**config.mk**
```make
export PLATFORM = sky130hd
export DESIGN_NAME = apb_slave_regfile_flat
export DESIGN_NICKNAME = d
export VERILOG_FILES = /design/src/rtl/apb_slave_regfile_if.sv /design/src/rtl/apb_slave_regfile.sv /design/src/flat_wrapper.sv
export SDC_FILE = /design/constraint.sdc
export NUM_CORES = 1
export LEC_CHECK = 0
export ABC_AREA = 1
export BUFFER_PORTS_ARGS = -buffer_cell sky130_fd_sc_hd__buf_2
export CORE_MARGIN = 3
export CORE_UTILIZATION = 40
export DETAILED_ROUTE_END_ITERATION = 8
export PLACE_DENSITY = 0.58
export SLEW_MARGIN = 25
export SYNTH_ARGS = -nofsm -noshare
export SYNTH_HDL_FRONTEND = slang
export SYNTH_SLANG_ARGS = --single-unit
```
**constraint.sdc**
```tcl
create_clock -name pclk -period 4.77 [get_ports pclk]
set_clock_uncertainty 0.05 [all_clocks]
set_input_delay 0.2385 -clock pclk [delete_from_list [all_inputs] [get_ports pclk]]
set_output_delay 0.2385 -clock pclk [all_outputs]
set_load 0.005 [all_outputs]
```
**src/rtl/apb_slave_regfile_if.sv**
```systemverilog
// APB bus bundle between a requester and apb_slave_regfile.
// Width parameters must match those of the attached apb_slave_regfile.
interface apb_slave_regfile_if #(
   parameter int ADDR_WIDTH = 8,
   parameter int DATA_WIDTH = 32
) ();
   logic                      psel;
   logic                      penable;
   logic [ADDR_WIDTH-1:0]     paddr;
   logic                      pwrite;
   logic [DATA_WIDTH-1:0]     pwdata;
   logic [DATA_WIDTH/8-1:0]   pstrb;
   logic                      pready;
   logic                      pslverr;
   logic [DATA_WIDTH-1:0]     prdata;

   modport master (
      output psel, penable, paddr, pwrite, pwdata, pstrb,
      input  pready, pslverr, prdata
   );

   modport slave (
      input  psel, penable, paddr, pwrite, pwdata, pstrb,
      output pready, pslverr, prdata
   );
endinterface

```
**src/rtl/apb_slave_regfile.sv**
```systemverilog
// APB completer backed by a bank of byte-strobed read/write registers,
// with configurable wait states, decode errors and abort on psel drop.
module apb_slave_regfile #(
   parameter int ADDR_WIDTH  = 8,
   parameter int DATA_WIDTH  = 32,
   parameter int NUM_REGS    = 16,
   parameter int WAIT_STATES = 0
) (
   input logic                pclk,
   input logic                presetn,
   apb_slave_regfile_if.slave apb
);
   localparam int STRB_WIDTH = DATA_WIDTH / 8;
   localparam int OFS        = $clog2(STRB_WIDTH);
   localparam int IDX_WIDTH  = (NUM_REGS > 1) ? $clog2(NUM_REGS) : 1;
   localparam logic [ADDR_WIDTH-1:0] ALIGN_MASK = ADDR_WIDTH'((1 << OFS) - 1);
   localparam logic [ADDR_WIDTH:0]   NUM_REGS_W = (ADDR_WIDTH + 1)'(NUM_REGS);
   localparam logic [3:0] WAIT_LOAD = (WAIT_STATES > 0) ? 4'(WAIT_STATES - 1) : 4'd0;

   typedef enum logic [1:0] {
      ST_IDLE = 2'd0,
      ST_WAIT = 2'd1,
      ST_DONE = 2'd2
   } state_t;

   state_t                  state_r;
   logic [3:0]              cnt_r;
   logic [IDX_WIDTH-1:0]    idx_r;
   logic                    write_r;
   logic                    err_r;
   logic [DATA_WIDTH-1:0]   wdata_r;
   logic [STRB_WIDTH-1:0]   strb_r;
   logic                    pready_r;
   logic                    pslverr_r;
   logic [DATA_WIDTH-1:0]   prdata_r;
   logic [DATA_WIDTH-1:0]   regs_r [NUM_REGS];

   logic [ADDR_WIDTH-1:0]   dec_full_idx_s;
   logic [IDX_WIDTH-1:0]    dec_idx_s;
   logic                    dec_err_s;
   logic [IDX_WIDTH-1:0]    rd_idx_s;
   logic                    rd_err_s;
   logic                    rd_write_s;
   logic [DATA_WIDTH-1:0]   rd_word_s;
   logic                    commit_s;

   function automatic logic [DATA_WIDTH-1:0] merge_bytes(
      input logic [DATA_WIDTH-1:0] old_word,
      input logic [DATA_WIDTH-1:0] new_word,
      input logic [STRB_WIDTH-1:0] strb
   );
      logic [DATA_WIDTH-1:0] res;
      res = old_word;
      for (int b = 0; b < STRB_WIDTH; b++) begin
         if (strb[b]) begin
            res[8*b +: 8] = new_word[8*b +: 8];
         end else begin
            res[8*b +: 8] = old_word[8*b +: 8];
         end
      end
      return res;
   endfunction

   // Decode the address currently on the bus into a register index and error flag
   always_comb begin
      dec_full_idx_s = apb.paddr >> OFS;
      dec_idx_s      = dec_full_idx_s[IDX_WIDTH-1:0];
      dec_err_s      = ((apb.paddr & ALIGN_MASK) != {ADDR_WIDTH{1'b0}}) ||
                       ({1'b0, dec_full_idx_s} >= NUM_REGS_W);
   end

   // Read data source: live decode when entering DONE straight from IDLE, else latched request
   always_comb begin
      rd_idx_s   = idx_r;
      rd_err_s   = err_r;
      rd_write_s = write_r;
      if (state_r == ST_IDLE) begin
         rd_idx_s   = dec_idx_s;
         rd_err_s   = dec_err_s;
         rd_write_s = apb.pwrite;
      end else begin
         rd_idx_s   = idx_r;
         rd_err_s   = err_r;
         rd_write_s = write_r;
      end
      if (rd_err_s || rd_write_s) begin
         rd_word_s = {DATA_WIDTH{1'b0}};
      end else begin
         rd_word_s = regs_r[rd_idx_s];
      end
   end

   // A write commits on the edge ending DONE, unless the master dropped psel
   always_comb begin
      commit_s = (state_r == ST_DONE) && apb.psel && write_r && !err_r;
   end

   // Transfer sequencing with registered bus responses
   always_ff @(posedge pclk) begin
      if (!presetn) begin
         state_r   <= ST_IDLE;
         cnt_r     <= 4'd0;
         idx_r     <= {IDX_WIDTH{1'b0}};
         write_r   <= 1'b0;
         err_r     <= 1'b0;
         wdata_r   <= {DATA_WIDTH{1'b0}};
         strb_r    <= {STRB_WIDTH{1'b0}};
         pready_r  <= 1'b0;
         pslverr_r <= 1'b0;
         prdata_r  <= {DATA_WIDTH{1'b0}};
      end else begin
         case (state_r)
            ST_IDLE: begin
               pready_r  <= 1'b0;
               pslverr_r <= 1'b0;
               prdata_r  <= {DATA_WIDTH{1'b0}};
               if (apb.psel && !apb.penable) begin
                  idx_r   <= dec_idx_s;
                  write_r <= apb.pwrite;
                  err_r   <= dec_err_s;
                  wdata_r <= apb.pwdata;
                  strb_r  <= apb.pstrb;
                  if (WAIT_STATES == 0) begin
                     state_r   <= ST_DONE;
                     pready_r  <= 1'b1;
                     pslverr_r <= dec_err_s;
                     prdata_r  <= rd_word_s;
                  end else begin
                     state_r <= ST_WAIT;
                     cnt_r   <= WAIT_LOAD;
                  end
               end
            end
            ST_WAIT: begin
               pready_r  <= 1'b0;
               pslverr_r <= 1'b0;
               prdata_r  <= {DATA_WIDTH{1'b0}};
               if (!apb.psel) begin
                  state_r <= ST_IDLE;
               end else if (cnt_r == 4'd0) begin
                  state_r   <= ST_DONE;
                  pready_r  <= 1'b1;
                  pslverr_r <= err_r;
                  prdata_r  <= rd_word_s;
               end else begin
                  cnt_r <= cnt_r - 4'd1;
               end
            end
            ST_DONE: begin
               // Completion and abort both return to IDLE; only the register update differs
               state_r   <= ST_IDLE;
               pready_r  <= 1'b0;
               pslverr_r <= 1'b0;
               prdata_r  <= {DATA_WIDTH{1'b0}};
            end
            default: begin
               state_r   <= ST_IDLE;
               cnt_r     <= 4'd0;
               pready_r  <= 1'b0;
               pslverr_r <= 1'b0;
               prdata_r  <= {DATA_WIDTH{1'b0}};
            end
         endcase
      end
   end

   // Register bank storage with per-byte write strobes
   always_ff @(posedge pclk) begin
      if (!presetn) begin
         for (int i = 0; i < NUM_REGS; i++) begin
            regs_r[i] <= {DATA_WIDTH{1'b0}};
         end
      end else if (commit_s) begin
         regs_r[idx_r] <= merge_bytes(regs_r[idx_r], wdata_r, strb_r);
      end
   end

   assign apb.pready  = pready_r;
   assign apb.pslverr = pslverr_r;
   assign apb.prdata  = prdata_r;
endmodule

```
**src/flat_wrapper.sv**
```systemverilog
// flat-port wrapper written by rule: the top's interface ports become plain ports
module apb_slave_regfile_flat 
#(
   parameter int ADDR_WIDTH  = 8,
   parameter int DATA_WIDTH  = 32,
   parameter int NUM_REGS    = 16,
   parameter int WAIT_STATES = 0
)
  (pclk, presetn, apb_psel, apb_penable, apb_paddr, apb_pwrite, apb_pwdata, apb_pstrb, apb_pready, apb_pslverr, apb_prdata);
  apb_slave_regfile_if #(.ADDR_WIDTH(ADDR_WIDTH), .DATA_WIDTH(DATA_WIDTH)) apb_i ();
  input logic pclk;
  input logic presetn;
  input wire logic [$bits(apb_i.psel)-1:0] apb_psel;
  input wire logic [$bits(apb_i.penable)-1:0] apb_penable;
  input wire logic [$bits(apb_i.paddr)-1:0] apb_paddr;
  input wire logic [$bits(apb_i.pwrite)-1:0] apb_pwrite;
  input wire logic [$bits(apb_i.pwdata)-1:0] apb_pwdata;
  input wire logic [$bits(apb_i.pstrb)-1:0] apb_pstrb;
  output wire logic [$bits(apb_i.pready)-1:0] apb_pready;
  output wire logic [$bits(apb_i.pslverr)-1:0] apb_pslverr;
  output wire logic [$bits(apb_i.prdata)-1:0] apb_prdata;
  assign apb_i.psel = apb_psel;
  assign apb_i.penable = apb_penable;
  assign apb_i.paddr = apb_paddr;
  assign apb_i.pwrite = apb_pwrite;
  assign apb_i.pwdata = apb_pwdata;
  assign apb_i.pstrb = apb_pstrb;
  assign apb_pready = apb_i.pready;
  assign apb_pslverr = apb_i.pslverr;
  assign apb_prdata = apb_i.prdata;
  apb_slave_regfile #(.ADDR_WIDTH(ADDR_WIDTH), .DATA_WIDTH(DATA_WIDTH), .NUM_REGS(NUM_REGS), .WAIT_STATES(WAIT_STATES)) u_core (.pclk(pclk), .presetn(presetn), .apb(apb_i));
endmodule
```
**Word level (Yosys, flattened, before mapping)**

Memories as Yosys holds them, arrays and structs flattened.
Index checks and enable logic that the tools add are counted.

- Latch bits: 0
- Input port bits: 49
- Flip-flop bits (word level): 82
- Logic and storage cells: 86
- Memory bits (read-only): 0
- Output and inout port bits: 34
- Memories: 1
- Bits in writable memories: 512

- Multipliers: 0
- Div/mod/pow operators: 0
- Shift operators: 0
- Muxes and demuxes: 42
- Bitwise logic cells: 1
- Order comparisons: 1
- Equal/unequal tests: 10
- Reduce and logical (&&, ||, !) cells: 20
- $add $sub $neg: 1

Memories:

| memory | depth | width | rd ports | clocked after memory_dff | write ports | RTL line | RTL |
|---|---|---|---|---|---|---|---|
| u_core.regs_r | 16 | 32 | 1 | 0 | 16 | apb_slave_regfile.sv:36 | `logic [DATA_WIDTH-1:0] regs_r [NUM_REGS];` |

Operator list:

| operator | number |
|---|---|
| $mux 32 | 5 |
| $mux 8 | 12 |
| $pmux 32 s2 | 1 |
| $reduce_or 32->1 | 1 |
| $mux 4 | 5 |
| $mux 1 | 12 |
| $ne 3x3->1 const B | 4 |
| $reduce_and 2->1 | 6 |
| $pmux 4 s2 | 1 |
| $reduce_bool 8->1 | 1 |
| $ge 6x5->1 const B | 1 |
| $mux 2 | 3 |
| $ne 2x2->1 const B | 3 |
| $logic_and 1x1->1 | 4 |
| $logic_not 4->1 | 1 |
| $pmux 1 s2 | 2 |
| $pmux 2 s2 | 1 |
| $sub 4x1->4 const B | 1 |
| $ne 3x2->1 const B | 1 |
| $reduce_and 3->1 | 1 |
| $eq 2x1->1 const B | 1 |
| $eq 2x2->1 const B | 1 |
| $logic_not 1->1 | 2 |
| $logic_not 2->1 | 1 |
| 3 further kinds | 4 |

**Logic depth before layout (Yosys ltp)**

Gate-level depths: netlist of the first run.

- Depth in word-level cells: 10
- Depth in mapped cells: 12
- Mapped depth without buffers: 10

**Worst setup path after synthesis of the first run**

Ideal clock, no wire load.

- Path type: flip-flop to flip-flop
- From: reg u_core.state_r[1]
- To: mem u_core.regs_r[0][16] (enable)
- Required time: 4.391 ns
- Buffers on the path: 2
- Library setup time: 0.329 ns
- Path slack: 2.885 ns
- Period minus slack after synthesis: 1.885 ns
- Arrival time: 1.506 ns
- Stages on the path, launching flop included: 7
- Cell sequence: dfxtp_1 > buf_2 > nand3_2 > nor2_2 > buf_2 > nand2_1 > nand2_1

RTL lines:

| element | RTL line | RTL |
|---|---|---|
| start, declared | apb_slave_regfile.sv:26 | `state_t state_r;` |
| start signal, assigned | apb_slave_regfile.sv:101 | `state_r <= ST_IDLE;` |
| start signal, assigned | apb_slave_regfile.sv:124 | `state_r <= ST_DONE;` |
| start signal, assigned | apb_slave_regfile.sv:129 | `state_r <= ST_WAIT;` |
| end, declared | apb_slave_regfile.sv:36 |  |

==> qor.csv, run 1 <==
stage,metric,value,unit
sta,worst_slack,1.41,ns
routing,first_pass_iters,6,
synth,synth_nets,3114,
min_path,hold_depth,4,
grt,grt_max_degree,225,
setup_path,crit_type,register to register,
power_and_ir_drop,p_leak,12.5,nW
synth,ys_top_cells_by_count,"nor2_1 (564), nand3_1 (544), nand2_1 (524), edfxtp_1 (512), inv_1 (428)",
cts,cts_made_buffers,66,
synth,synth_top_area_frac,0.559,
cts,clockBufferDepth,3,
cts,htreeDepth,3,
synth,synth_warnings,0,
layout,multi_input_area,8180,µm²
sta,hold_viol,0,
place,gp_congestion,0.848,
synth,synth_cells,3065,
grt,overflow,0,
cts,clock-sinks,589,
grt,grt_pass1_vias,20100,
cts,post_cts_resized,0,
synth,ys_seq_area_frac,0.615,
synth,yosys.area.top_type,edfxtp_1,
setup_path,ff2ff_path_depth,4,
floorplan,start_util,0.407,
grt,antenna_found_initial,0,
sta,fin_crit,3.36,ns
synth,synthArstFlopShare,0,
sta,finalCritPeriodShare,0.704,
routing,first_iter_violations,2496,
setup_path,rr_startpoint,u_core.state_r[1],
floorplan,dieArea,72000,µm²
synth,yosysMostFrequentCell,nor2_1,
routing,viasPerCell,5.24,
setup_path,reg2reg_setup_slack,1.41,ns
synth,ys_types,24,
setup_path,r2r-end,u_core.regs_r[1][17],
sta,rsz0062_at_grt,false,
place,portBuffers,82,
layout,nNetsFinal,3152,
floorplan,rows,95,
sta,finalSetupViolCount,0,
sta,max_slew.worst_pin.slew,1.11,ns
min_path,min_path_type,primary input to register,
floorplan,core,67600,µm²
status,run_status,finished clean,
setup_path,start_kind,register,
synth,synth_area_per_cell,8.98,µm²
power_and_ir_drop,worst_ir_drop_vdd,0.253,mV
sta,tns,0,ns
setup_path,end_kind,register,
layout,drive_gt1_frac,0.0780,
routing,wl,80400,µm
layout,nFillCells,6415,
min_path,hold_end,u_core.err_r,
sta,slew-limit-headroom,0.259,
routing,drc,0,
cts,root_buffer,clkbuf_16,
floorplan,boundaryPins,83,
synth,synth_area_leaders,"edfxtp_1 (56%), nand3_1 (9.9%), nor2_1 (7.7%), nand2_1 (7.1%), inv_1 (5.8%)",
floorplan,die_x,268,µm
synth,synth-main-ff-cell,edfxtp_1,
grt,track_usage,0.223,
sta,max_freq,0.298,GHz
place,pre_cts_ws,1.44,ns
setup_path,cp_max_fo,16,
synth,ys_seq_elements,589,
flow_run,maxCapViolCount,0,
layout,area_growth,13.6,%
synth,synth_area,27500,µm²
layout,seqCellArea,16900,µm²
setup_path,cp.required,4.97,ns
routing,drtAntennaViolNets,0,
power_and_ir_drop,power.density,384,nW/µm²
cts,clkTransAtPathRegs,0.06,ns
layout,diodes,0,
floorplan,die_h,268,µm
synth,synth_edf_count,512,
setup_path,worstPathArrival,3.56,ns
routing,wire_per_inst,20.0,µm
cts,cts_tree,done,
power_and_ir_drop,finalPower,12.0,mW
place,dp_hpwl,50300,µm
grt,grt_pass1_wl,120000,µm
sta,report.final.slew_viol_count,0,
min_path,min_from,apb_paddr[6],
cts,clk_latency,0.60,ns
routing,vias,21100,
-- sequential cells by signal, indices dropped and copies added (netlist names) --
signal	flops
u_core.regs_r	512
u_core.state_r	1
u_core.apb.pslverr	1
u_core.strb_r	4
u_core.wdata_r	32
u_core.apb.pready	1
u_core.write_r	1
u_core.err_r	1
u_core.apb.prdata	32
u_core.idx_r	4
-- area by class of cell --
cell class	instances	area share
clock buffers	94	0.0625
repair buffers	153	0.0357
well taps	873	0.0349
multi-input cells	1827	0.262
inverters	466	0.0559
flip-flops and latches	589	0.541
clock inverters	26	0.00824
-- through the flow --
step | hold WS [ns] | utilization | instances | area, µm²
after floorplan | 0.301 | - | 3065 | 27500
after detailed placement | 0.392 | 0.422 | 3862 | 28600
final | 0.0357 | 0.462 | 4028 | 31300
after CTS | 0.00209 | 0.462 | 4027 | 31200
after global placement | 0.388 | 0.422 | 3862 | 28600
after global routing | 0.0575 | 0.462 | 4028 | 31300
-- cell families after synthesis --
group / share of synthesized area
AOI/OAI and AO/OA: 0.0147
buffers and inverters: 0.0925
DFF: 0.615
and+or+nand+nor: 0.278
-- how the worst max path moves through the flow --
stage | startpoint | end | slack (ns) | cells past startpoint
6_report | u_core.state_r[1] | u_core.regs_r[1][17] | 1.41 | 4
5_1_grt | u_core.state_r[1] | u_core.regs_r[7][2] | 1.21 | 4
4_1_cts | u_core.state_r[1] | u_core.regs_r[3][3] | 1.42 | 4
3_5_place_dp | u_core.state_r[1] | u_core.regs_r[3][3] | 1.44 | 4
3_3_place_gp | u_core.state_r[1] | u_core.regs_r[15][19] | 1.55 | 4
2_1_floorplan | u_core.state_r[1] | u_core.regs_r[0][16] | 2.89 | 6
-- power by group --
| part | switching [mW] | internal [mW] | total, mW |
|---|---|---|---|
| clock | 2.04 | 3.12 | 5.17 |
| combinational | 0.752 | 0.276 | 1.03 |
| sequential | 0.0507 | 5.75 | 5.80 |
-- timing repair --
item / CTS / global route
buffers inserted: 0 / 0
hold buffers: 45 / 0
hold endpoints to repair: 43 / 0
setup endpoints to repair: 0 / 0
-- layer usage --
metal,wire length (µm),global-route usage,part of all wire
met4,2290,0.0747,0.029
met2,37400,0.359,0.47
met5,0,0,0
met1,34400,0.311,0.43
met3,6300,0.0320,0.078
-- cells in the final DEF, fill, tap and decap left out --
cell type / Yosys / routed
buf_2: 72 / 82
nor2_2: 4 / 8
o21ai_4: 0 / 4
nand2_2: 12 / 11
nor2_4: 0 / 1
inv_6: 0 / 2
o21ai_0: 38 / 37
nand2_8: 0 / 3
a21oi_1: 33 / 33
nor3_1: 1 / 1
clkinv_1: 32 / 36
bufinv_16: 0 / 5
buf_6: 1 / 1
inv_1: 428 / 428
edfxtp_1: 512 / 512
inv_2: 6 / 6
nand3_1: 544 / 544
o22ai_1: 4 / 4
dfxtp_1: 77 / 77
clkbuf_1: 86 / 14
nand2_1: 524 / 522
nand3_2: 1 / 1
clkinv_2: 0 / 15
buf_4: 3 / 21
buf_16: 0 / 1
clkbuf_16: 0 / 71
a31o_2: 1 / 1
clkbuf_8: 0 / 9
nor3_4: 0 / 1
dlygate4sd3_1: 0 / 45
buf_12: 0 / 3
nand3b_1: 97 / 97
nor2_1: 564 / 559
-- worst max-delay path: stages, from the launching register on --
cell     delay [ns]
dfxtp_1        0.87
nand3_2        0.39
nor2_2         0.87
nand2_1        0.42
nand2_1        0.40
Note: power is estimated with default switching activity, not from simulation.
==> run 2: changes to the inputs <==
- clock period: 4.77 -> 3.5 ns (I/O delays scaled with it)
==> run 2 against run 1 <==
Net effect: count of clock-buffer cells in the layout down 16; sequential power is 36% higher; maximum frequency up 23%; non-clock buffer count is 24 higher; die area did not move; setup slack got worse by 0.65 ns; combinational power rose by 37%; critical endpoint is now u_core.apb.prdata[28]; highest routed layer unchanged.
==> qor.csv, run 2 (synthesis gave the netlist of run 1 again) <==
stage,metric,value,unit,change
cts,clkTransAtPathRegs,0.06,ns,about the same
routing,vias,21100,,about the same
routing,first_pass_iters,5,,was 6
grt,grt_max_degree,177,,was 225
layout,nFillCells,6393,,"was 6,415"
power_and_ir_drop,worst_ir_drop_vdd,0.442,mV,was 0.253 mV
power_and_ir_drop,p_leak,12.6,nW,was 12.5 nW
sta,tns,0,ns,unchanged
floorplan,die_h,268,µm,unchanged
routing,wire_per_inst,19.8,µm,was 20.0 µm
setup_path,cp.required,4.00,ns,was 4.97 ns
sta,max_freq,0.365,GHz,was 0.298 GHz
grt,grt_pass1_wl,119000,µm,"was 120,000 µm"
layout,fin_area,31200,µm²,"was 31,300 µm²"
layout,largest_register,u_core.regs_r,,unchanged
floorplan,boundaryPins,83,,unchanged
routing,drc,0,,unchanged
setup_path,worstPathArrival,3.24,ns,was 3.56 ns
place,gp_congestion,0.893,,was 0.848
grt,antenna_found_initial,2,,was 0
sta,finalSetupViolCount,0,,unchanged
sta,report.final.slew_viol_count,0,,unchanged
cts,post_cts_buffers,0,,unchanged
cts,cts_made_buffers,59,,was 66
cts,htreeDepth,2,,was 3
cts,clockBufferDepth,3,,unchanged
place,post_dp_cell_area,28800,µm²,"was 28,600 µm²"
layout,final_cell_mix,"nor2_1 (562), nand3_1 (544), nand2_1 (524)",,"was nor2_1 (559), nand3_1 (544), nand2_1 (522)"
sta,hold_viol,0,,unchanged
cts,clock-sinks,589,,unchanged
sta,fin_crit,2.74,ns,was 3.36 ns
grt,overflow,0,,unchanged
sta,rsz0062_at_grt,false,,unchanged
routing,wl,79900,µm,"was 80,400 µm"
layout,drive_gt1_frac,0.0801,,was 0.0780
routing,viasPerCell,5.23,,was 5.24
grt,grt_pass1_vias,20000,,"was 20,100"
sta,finalCritPeriodShare,0.783,,was 0.704
sta,max_slew.worst_pin.slew,1.08,ns,was 1.11 ns
place,dp_hpwl,50500,µm,"was 50,300 µm"
cts,cts_tree,done,,unchanged
setup_path,cp_max_fo,89,,was 16
routing,drtAntennaViolNets,0,,unchanged
setup_path,end_kind,register,,unchanged
floorplan,die_x,268,µm,unchanged
grt,track_usage,0.220,,was 0.223
cts,root_buffer,clkbuf_16,,unchanged
layout,diodes,0,,unchanged
layout,nNetsFinal,3169,,"was 3,152"
flow_run,maxCapViolCount,0,,unchanged
power_and_ir_drop,power.density,507,nW/µm²,was 384 nW/µm²
sta,slew-limit-headroom,0.279,,was 0.259
min_path,min_path_type,primary input to register,,unchanged
status,run_status,finished clean,,unchanged
layout,largest_reg_flops,512,,unchanged
cts,post_cts_resized,0,,unchanged
floorplan,dieArea,72000,µm²,unchanged
layout,final_common_cell,nor2_1,,unchanged
cts,clk_latency,0.64,ns,was 0.60 ns
floorplan,rows,95,,unchanged
setup_path,crit_type,register to register,,unchanged
routing,first_iter_violations,2306,,"was 2,496"
floorplan,core,67600,µm²,unchanged
setup_path,start_kind,register,,unchanged
place,portBuffers,82,,unchanged
floorplan,start_util,0.407,,unchanged
layout,area_growth,13.5,%,was 13.6%
run 2: per-stage QoR:
step            util  setup WS, ns  power (mW)  hold slack, ns  cells
2_1_floorplan      -          1.62        8.91           0.238   3065
3_3_place_gp   0.426         0.817        9.38           0.322   3886
3_5_place_dp   0.426         0.806        9.40           0.328   3886
4_1_cts        0.462         0.785        15.9          0.0453   4043
5_1_grt        0.462         0.548        16.3          0.0765   4043
6_report       0.462         0.761        15.8          0.0698   4043
run 2: area by class of cell:
| cell class | instances | area (µm²) | share of cell area |
|---|---|---|---|
| Sequential cell | 589 | 16900 | 0.541 |
| Multi-Input combinational cell | 1827 | 8170 | 0.261 |
| Inverter | 466 | 1750 | 0.0560 |
| Clock buffer | 78 | 1640 | 0.0524 |
| Timing Repair Buffer | 177 | 1330 | 0.0424 |
| Tap cell | 873 | 1090 | 0.0350 |
| Clock inverter | 33 | 357 | 0.0114 |
run 2: final timing paths:
path / start / end / slack [ns] / cells past startpoint
worst min-delay path: apb_psel / u_core.err_r / 0.07 / 3
worst max register to register: u_core.state_r[1] / u_core.apb.prdata[28] / 0.76 / 11
worst max-delay path: u_core.state_r[1] / u_core.apb.prdata[28] / 0.76 / 11
worst min register to register: u_core.err_r / u_core.err_r / 0.47 / 1
run 2: timing repair:
| item | CTS | global route |
|---|---|---|
| hold endpoints to repair | 44 | 0 |
| hold buffers | 46 | 0 |
| endpoints found under the setup margin | 0 | 0 |
run 2: critical path: stages (launching register included):
cell	delay [ns]
dfxtp_1	0.39
inv_2	0.10
nand2_8	0.45
nand2_8	0.47
buf_12	0.36
nand2_1	0.10
nand3_1	0.09
nand3_1	0.20
nand2_1	0.11
nand2_1	0.07
nand2_1	0.05
nor2_1	0.14
run 2: power breakdown:
part	total, mW	switching, mW	internal, mW
clock network	6.53	2.73	3.80
registers	7.90	0.0669	7.83
logic	1.41	1.02	0.385
run 2: metal layers:
layer	wire length, µm	up-vias	global-route usage
met3	5750	140	0.0319
met5	0	-	0
met2	37700	846	0.362
met4	2470	0	0.0761
li1	-	9999	-
met1	34000	10200	0.300
